===== config.mk =====
export PLATFORM = sky130hd
export DESIGN_NAME = seq_divider
export DESIGN_NICKNAME = d
export VERILOG_FILES = /design/src/rtl/div_pkg.sv /design/src/rtl/div_step.sv /design/src/rtl/seq_divider.sv
export SDC_FILE = /design/constraint.sdc
export NUM_CORES = 1
export LEC_CHECK = 0
export CELL_PAD_IN_SITES_DETAIL_PLACEMENT = 2
export CELL_PAD_IN_SITES_GLOBAL_PLACEMENT = 2
export CORE_MARGIN = 3
export CORE_UTILIZATION = 35
export CTS_CLUSTER_SIZE = 20
export DETAILED_ROUTE_END_ITERATION = 10
export PLACE_DENSITY = 0.95
export SLEW_MARGIN = 20
export SYNTH_ARGS = -nofsm -noshare
export SYNTH_HDL_FRONTEND = slang
export SYNTH_SLANG_ARGS = --single-unit

===== constraint.sdc =====
create_clock -name clock -period 3.2 [get_ports clock]
set_input_delay 0.48 -clock clock [delete_from_list [all_inputs] [get_ports clock]]
set_output_delay 0.48 -clock clock [all_outputs]
set_load 0.1 [all_outputs]

===== src/rtl/div_pkg.sv =====
// Shared widths and FSM encodings for the iterative restoring divider.
package div_pkg;

    localparam int DIVIDEND_W = 10;
    localparam int DIVISOR_W  = 5;
    localparam int CNT_W      = $clog2(DIVIDEND_W);

    typedef enum logic [1:0] {
        S_IDLE = 2'd0,
        S_BUSY = 2'd1,
        S_DONE = 2'd2
    } div_state_e;

endpackage


===== src/rtl/div_step.sv =====
// Single combinational restoring-division stage.
// Shifts the next dividend bit into the partial remainder.
// Subtracts the divisor when the shifted value is large enough.
module div_step #(
    parameter int DIVISOR_W = div_pkg::DIVISOR_W
) (
    input  logic [DIVISOR_W:0]   p_i,
    input  logic                 bit_i,
    input  logic [DIVISOR_W-1:0] divisor_i,
    output logic [DIVISOR_W:0]   p_o,
    output logic                 q_o
);

    logic [DIVISOR_W:0] t;

    // P < divisor holds between steps, so the incoming MSB is always zero
    // and only the low bits are shifted up.
    logic unused_p_msb;
    assign unused_p_msb = p_i[DIVISOR_W];

    // Trial subtraction: keep the difference when it does not underflow.
    always_comb begin
        t   = {p_i[DIVISOR_W-1:0], bit_i};
        p_o = t;
        q_o = 1'b0;
        if (t >= {1'b0, divisor_i}) begin
            p_o = t - {1'b0, divisor_i};
            q_o = 1'b1;
        end
    end

endmodule


===== src/rtl/seq_divider.sv =====
// Iterative unsigned restoring divider, one quotient bit per clock.
// The FSM sequences the operation. Operand and result registers live here.
// The per-bit arithmetic lives in div_step.
module seq_divider
    import div_pkg::*;
#(
    parameter int DIVIDEND_W = div_pkg::DIVIDEND_W,
    parameter int DIVISOR_W  = div_pkg::DIVISOR_W
) (
    input  logic                  clock,
    input  logic                  reset,
    input  logic                  start,
    input  logic [DIVIDEND_W-1:0] dividend,
    input  logic [DIVISOR_W-1:0]  divisor,
    output logic                  ready,
    output logic                  done,
    output logic [DIVIDEND_W-1:0] quotient,
    output logic [DIVISOR_W-1:0]  remainder,
    output logic                  div_by_zero
);

    localparam int CW = $clog2(DIVIDEND_W);

    div_state_e            state_q, state_d;
    logic [CW-1:0]         cnt_q,   cnt_d;
    logic [DIVIDEND_W-1:0] dvd_q,   dvd_d;    // dividend, shifted out MSB-first
    logic [DIVISOR_W-1:0]  dvs_q,   dvs_d;
    logic [DIVIDEND_W-1:0] quot_q,  quot_d;   // quotient, shifted in at LSB
    logic [DIVISOR_W:0]    p_q,     p_d;      // partial remainder
    logic                  dbz_q,   dbz_d;

    logic [DIVISOR_W:0]    step_p;
    logic                  step_q;

    div_step #(.DIVISOR_W(DIVISOR_W)) u_step (
        .p_i       (p_q),
        .bit_i     (dvd_q[DIVIDEND_W-1]),
        .divisor_i (dvs_q),
        .p_o       (step_p),
        .q_o       (step_q)
    );

    // All outputs come straight from registers.
    assign ready       = (state_q == S_IDLE);
    assign done        = (state_q == S_DONE);
    assign quotient    = quot_q;
    assign remainder   = p_q[DIVISOR_W-1:0];
    assign div_by_zero = dbz_q;

    // State and datapath registers; reset discards any in-flight operation.
    always_ff @(posedge clock or posedge reset) begin
        if (reset) begin
            state_q <= S_IDLE;
            cnt_q   <= '0;
            dvd_q   <= '0;
            dvs_q   <= '0;
            quot_q  <= '0;
            p_q     <= '0;
            dbz_q   <= 1'b0;
        end else begin
            state_q <= state_d;
            cnt_q   <= cnt_d;
            dvd_q   <= dvd_d;
            dvs_q   <= dvs_d;
            quot_q  <= quot_d;
            p_q     <= p_d;
            dbz_q   <= dbz_d;
        end
    end

    // Next-state and datapath update; start is only looked at in IDLE.
    always_comb begin
        state_d = state_q;
        cnt_d   = cnt_q;
        dvd_d   = dvd_q;
        dvs_d   = dvs_q;
        quot_d  = quot_q;
        p_d     = p_q;
        dbz_d   = dbz_q;
        case (state_q)
            S_IDLE: begin
                if (start) begin
                    dvd_d = dividend;
                    dvs_d = divisor;
                    p_d   = '0;
                    if (divisor == '0) begin
                        // No iterations: report saturated quotient immediately.
                        quot_d  = '1;
                        dbz_d   = 1'b1;
                        cnt_d   = '0;
                        state_d = S_DONE;
                    end else begin
                        quot_d  = '0;
                        dbz_d   = 1'b0;
                        cnt_d   = CW'(DIVIDEND_W - 1);
                        state_d = S_BUSY;
                    end
                end
            end
            S_BUSY: begin
                dvd_d  = {dvd_q[DIVIDEND_W-2:0], 1'b0};
                quot_d = {quot_q[DIVIDEND_W-2:0], step_q};
                p_d    = step_p;
                if (cnt_q == '0) begin
                    state_d = S_DONE;
                end else begin
                    cnt_d = cnt_q - CW'(1);
                end
            end
            S_DONE: begin
                state_d = S_IDLE;
            end
            default: begin
                state_d = S_IDLE;
            end
        endcase
    end

endmodule


After elaboration in Yosys (flattened, before gate mapping)
Index checks and enable logic that the tools add are counted.

word-level totals
  output and inout port bits = 18
  input bits = 18
  logic and storage cells = 41
  register bits after elaboration = 37

operators by class
  reduce and logical (&&, ||, !) cells = 8
  eq/ne operators = 5
  $add $sub $neg = 2
  order comparisons = 1
  muxes and demuxes = 18

operators with widths
  operator                                             number
  one-hot mux 10 bit (2 select lines)                  2
  two-way mux 10 bit                                   3
  two-way mux 4 bit                                    3
  two-way mux 5 bit                                    2
  one-hot mux 5 bit (2 select lines)                   1
  one-hot mux 4 bit (2 select lines)                   1
  >= comparator 6 x 5 -> 1 bit                         1
  two-way mux 2 bit                                    3
  != test 2 bit, second input constant                 3
  AND reduction 2 bit                                  3
  zero test 5 bit                                      1
  subtractor 5 bit                                     1
  zero test 4 bit                                      1
  one-hot mux 2 bit (2 select lines)                   1
  subtractor 4 x 1 -> 4 bit, second input constant     1
  AND reduction 3 bit                                  1
  equality test 2 x 1 -> 1 bit, second input constant  1
  equality test 2 bit, second input constant           1
  zero test 2 bit                                      1
  two-way mux 1 bit                                    2
  nonzero test 2 bit                                   1

Longest topological paths before layout
  word-level depth = 4
  depth in mapped cells = 8

Modules after synthesis
From an unflattened synthesis, not the netlist that was laid out.

second synthesis, totals
  cells, all modules = 239
  area, all modules = 2098.3 sq um

by module, submodules not included
  module       cells an instance  instances  area each (sq um)
  seq_divider  195                1          1759.2
  div_step     44                 1          339.1

Worst setup path before layout
No wires, ideal clock.

  kind = register -> register
  start = register p_q[0]
  end = register quot_q[0] (netlist: quotient[0])
  period minus slack after synthesis = 2549 ps
  arrival time = 2482 ps
  stages on the path, launching flop included = 8
  library setup time = 67 ps
  path slack = 651 ps
  data required time = 3133 ps
  path through = dfrtp_1 -> inv_1 -> fa_1 -> nand2b_1 -> a21oi_1 -> o32ai_2 -> a211oi_2 -> a21o_1

between the ends
  cells in the longest elaborated chain, start to end = 3

ends and longest elaborated chain
  element                              line               RTL
  from (decl)                          seq_divider.sv:29  logic [DIVISOR_W:0] p_q, p_d;
  from (signal assigned)               seq_divider.sv:66  p_q <= p_d;
  >= comparator 6 x 5 -> 1 bit         div_step.sv:26     if (t >= {1'b0, divisor_i}) begin
  two-way mux 1 bit                    div_step.sv:26
  one-hot mux 10 bit (2 select lines)  seq_divider.sv:80  case (state_q)
  to (signal assigned)                 seq_divider.sv:65  quot_q <= quot_d;
  to (decl)                            seq_divider.sv:28  logic [DIVIDEND_W-1:0] quot_q, quot_d;

Every way passes these cells.
A chain may end at the register's enable or synchronous reset.

Final worst setup path
  start = register dvd_q[9]
  end = register quot_q[0] (netlist: quotient[0])

between the ends
  cells in the longest elaborated chain, start to end = 3

ends and longest elaborated chain
  element                              line               RTL
  from (decl)                          seq_divider.sv:26  logic [DIVIDEND_W-1:0] dvd_q, dvd_d;
  from (signal assigned)               seq_divider.sv:63  dvd_q <= dvd_d;
  >= comparator 6 x 5 -> 1 bit         div_step.sv:26
  two-way mux 1 bit                    div_step.sv:26
  one-hot mux 10 bit (2 select lines)  seq_divider.sv:80

Every way passes these cells.

==> metrics <==
reg2reg setup slack 1000 ps; area leader, netlist dfrtp_1; required time worst endpoint 3430 ps; Slew @ Worst Pin 948 ps; max frequency 455 MHz; crit share post-route 0.687; most common cell in the synthesized netlist dfrtp_1; Clk Latency, worst-skew pair 290 ps; Boundary Pins 36; Multi-input gate area 918 um2; status complete, no violations; first-pass GRT wire length 8920 um; Layout Cells excl Fill 299; CP endpoint kind register; sequential share of the synthesized area 0.475; WL final 5370 um; Crit path max-delay family compound AO/OA/AOI/OAI gates; Detailed Place HPWL 3830 um; Routed WL per cell 18.0 um; GRT overflow 0; Hold Path Depth 2; max cap viols 0; slowest cell on the critical path dfrtp_1; count of final hold-check violations 0; clock buffer depth 2; RSZ-0062 raised after global routing false; area delta synth->final 25.2%; Net Count, Synth 217; CP Buf/Inv Count 1; post-cts sizing count 0; vias 1542; Total GRT Usage 0.183; FF+latch area 926 um2; port bufs 35; initial antenna violation count 0; Post-synth EDFFs 0; warnings from Yosys 0; num rows 26; top cells by area, synth dfrtp_1 48%, o21ai_2 8.1%, nand2_1 6.2%; clk slew on worst S/H paths 80 ps; Unique masters post-synth 34; share of layout cells above drive strength 1 0.253; Vert. Die Dim 80.6 um; CP cell instances inv_1, ha_1, fa_1, nand2b_1, a21oi_1, o32ai_2, a211oi_2, a21o_1; DRT antenna net count 0; largest net degree at the start of global routing 26; TritonCTS clock tree done; post-synth top area share 0.475; Post-Place Cells 291; most instantiated cells after synthesis 37 x dfrtp_1, 32 x nand2_1, 18 x o21ai_2; Slew Viols, Final 0; top_reg_cell synth dfrtp_1; Root Driver clkbuf_8; total clock sinks 37; Mapped Area 1950 um2; 1st-iter DRT viols 53; vias in the first global route 1744; post-synthesis cell count 191; Die W 80.6 um; post-layout min period 2200 ps; clock skew 10.7 ps; clock buffer count from CTS 5; post-synthesis async set-or-reset flop share 1.00; Worst Path Arrival 2430 ps; R2R Path Start dvd_q[9]$_DFFE_PP0P_; final instance area 2440 um2; n_diodes 0; nets 254; Hold Crit Start dvd_q[3]$_DFFE_PP0P_; setup TNS 0 ps; die area 6500 um2; placed cell areas 2320 um2; CTS Hold Bufs 0; via/cell ratio 5.16; Setup Fix Bufs, Post-CTS 0; FF-to-FF path depth 8; max_slew headroom 0.367; HP Class register to register; r2r endpoint quotient[0]$_DFFE_PP0P_; WS Path Type register to register; Post-Syn Area per Cell 10.2 um2; core area 5240 um2; setup violators final 0; DR pass1 iterations 4; CP peak stage delay 420 ps; Worst Hold Path EP dvd_q[3]$_DFFE_PP0P_; Routability Congestion 0.812; Starting Density 0.372; Seq cells post-synth 37; H-tree depth 2; Critical Path Start Type register; CP max FO 8; fillers 558; DRC viols 0
[per-layer routing]
metal  GRT usage  routed length [um]  vias up
met5           0                   0        -
met2       0.334                2800       27
met1       0.218                2320      782
met4      0.0422                  47        0
met3      0.0404                 199        5
li1            -                   -      728
[registers in the layout, indices dropped and copies added (netlist names)]
register,flops
quotient,10
p_q,5
div_by_zero,1
cnt_q,4
state_q,2
dvs_q,5
dvd_q,10
[cell usage in the layout, fill, tap and decap left out, types with 2 or more instances in the layout]
master           Yosys  final
nor2_1              10     10
buf_4                3     24
nor2b_1              3      3
nand3_1              3      3
nor3_1               2      2
nand2_1             32     32
mux2i_1             11     11
xor2_1               2      2
o21ai_1              9      9
clkdlybuf4s50_1      0     17
nand2b_1             3      3
inv_1               10     10
a22o_1               2      2
o21ai_0             10     10
o31ai_1              2      2
o311ai_1             2      2
dfrtp_1             37     37
o21ai_2             18     18
clkbuf_8             0      6
ha_1                 7      7
a21oi_1              4      4
o21bai_4             1      2
[per-stage QoR]
step                 util  hold slack, ps  worst slack, ps
floorplan               -             450              651
detailed placement  0.443             494              886
global route        0.466             529              815
finish              0.466             511             1000
global placement    0.443             460              929
CTS                 0.466             515              987
[cell type report]
type                       instances  share of cell area
sequential                        37               0.379
multi-input combinational        133               0.376
timing repair buffer              41               0.144
tap                               70              0.0359
clock buffer                       6              0.0338
clock inverter                     2              0.0154
inverter                          10              0.0154
[worst min-delay path, delay by kind of cell (launching register included)]
kind             cells  cell delay, ps
AO/OA/AOI/OAI        1              70
flip-flops           1             360
AND/OR/NAND/NOR      1              50
[worst max path at each step]
stage	startpoint	to	slack, ps	cells past startpoint
2_1_floorplan	p_q[0]$_DFFE_PP0P_	quotient[0]$_DFFE_PP0P_	650	7
3_3_place_gp	divisor[4]	cnt_q[0]$_DFFE_PP0P_	930	5
3_5_place_dp	divisor[4]	cnt_q[3]$_DFFE_PP0P_	890	6
4_1_cts	dvd_q[9]$_DFFE_PP0P_	quotient[0]$_DFFE_PP0P_	990	8
5_1_grt	dvd_q[9]$_DFFE_PP0P_	quotient[0]$_DFFE_PP0P_	810	8
6_report	dvd_q[9]$_DFFE_PP0P_	quotient[0]$_DFFE_PP0P_	1000	8
[logic make-up (layout without fill, tap and decap cells)]
| logic type | after synthesis | after routing | synth area share |
|---|---|---|---|
| AND/OR/NAND/NOR | 55 | 55 | 0.122 |
| multiplexers | 12 | 12 | 0.0623 |
| buffers and inverters | 21 | 59 | 0.0572 |
| flip-flops | 37 | 37 | 0.475 |
| adder cells (fa/ha/maj) | 8 | 8 | 0.0552 |
| AO/OA/AOI/OAI | 55 | 55 | 0.215 |
| XOR/XNOR | 3 | 3 | 0.0135 |
Power is left out: the tool's default activity adds up to more than one toggle a clock period on the data nets, which glitch-free logic cannot reach.
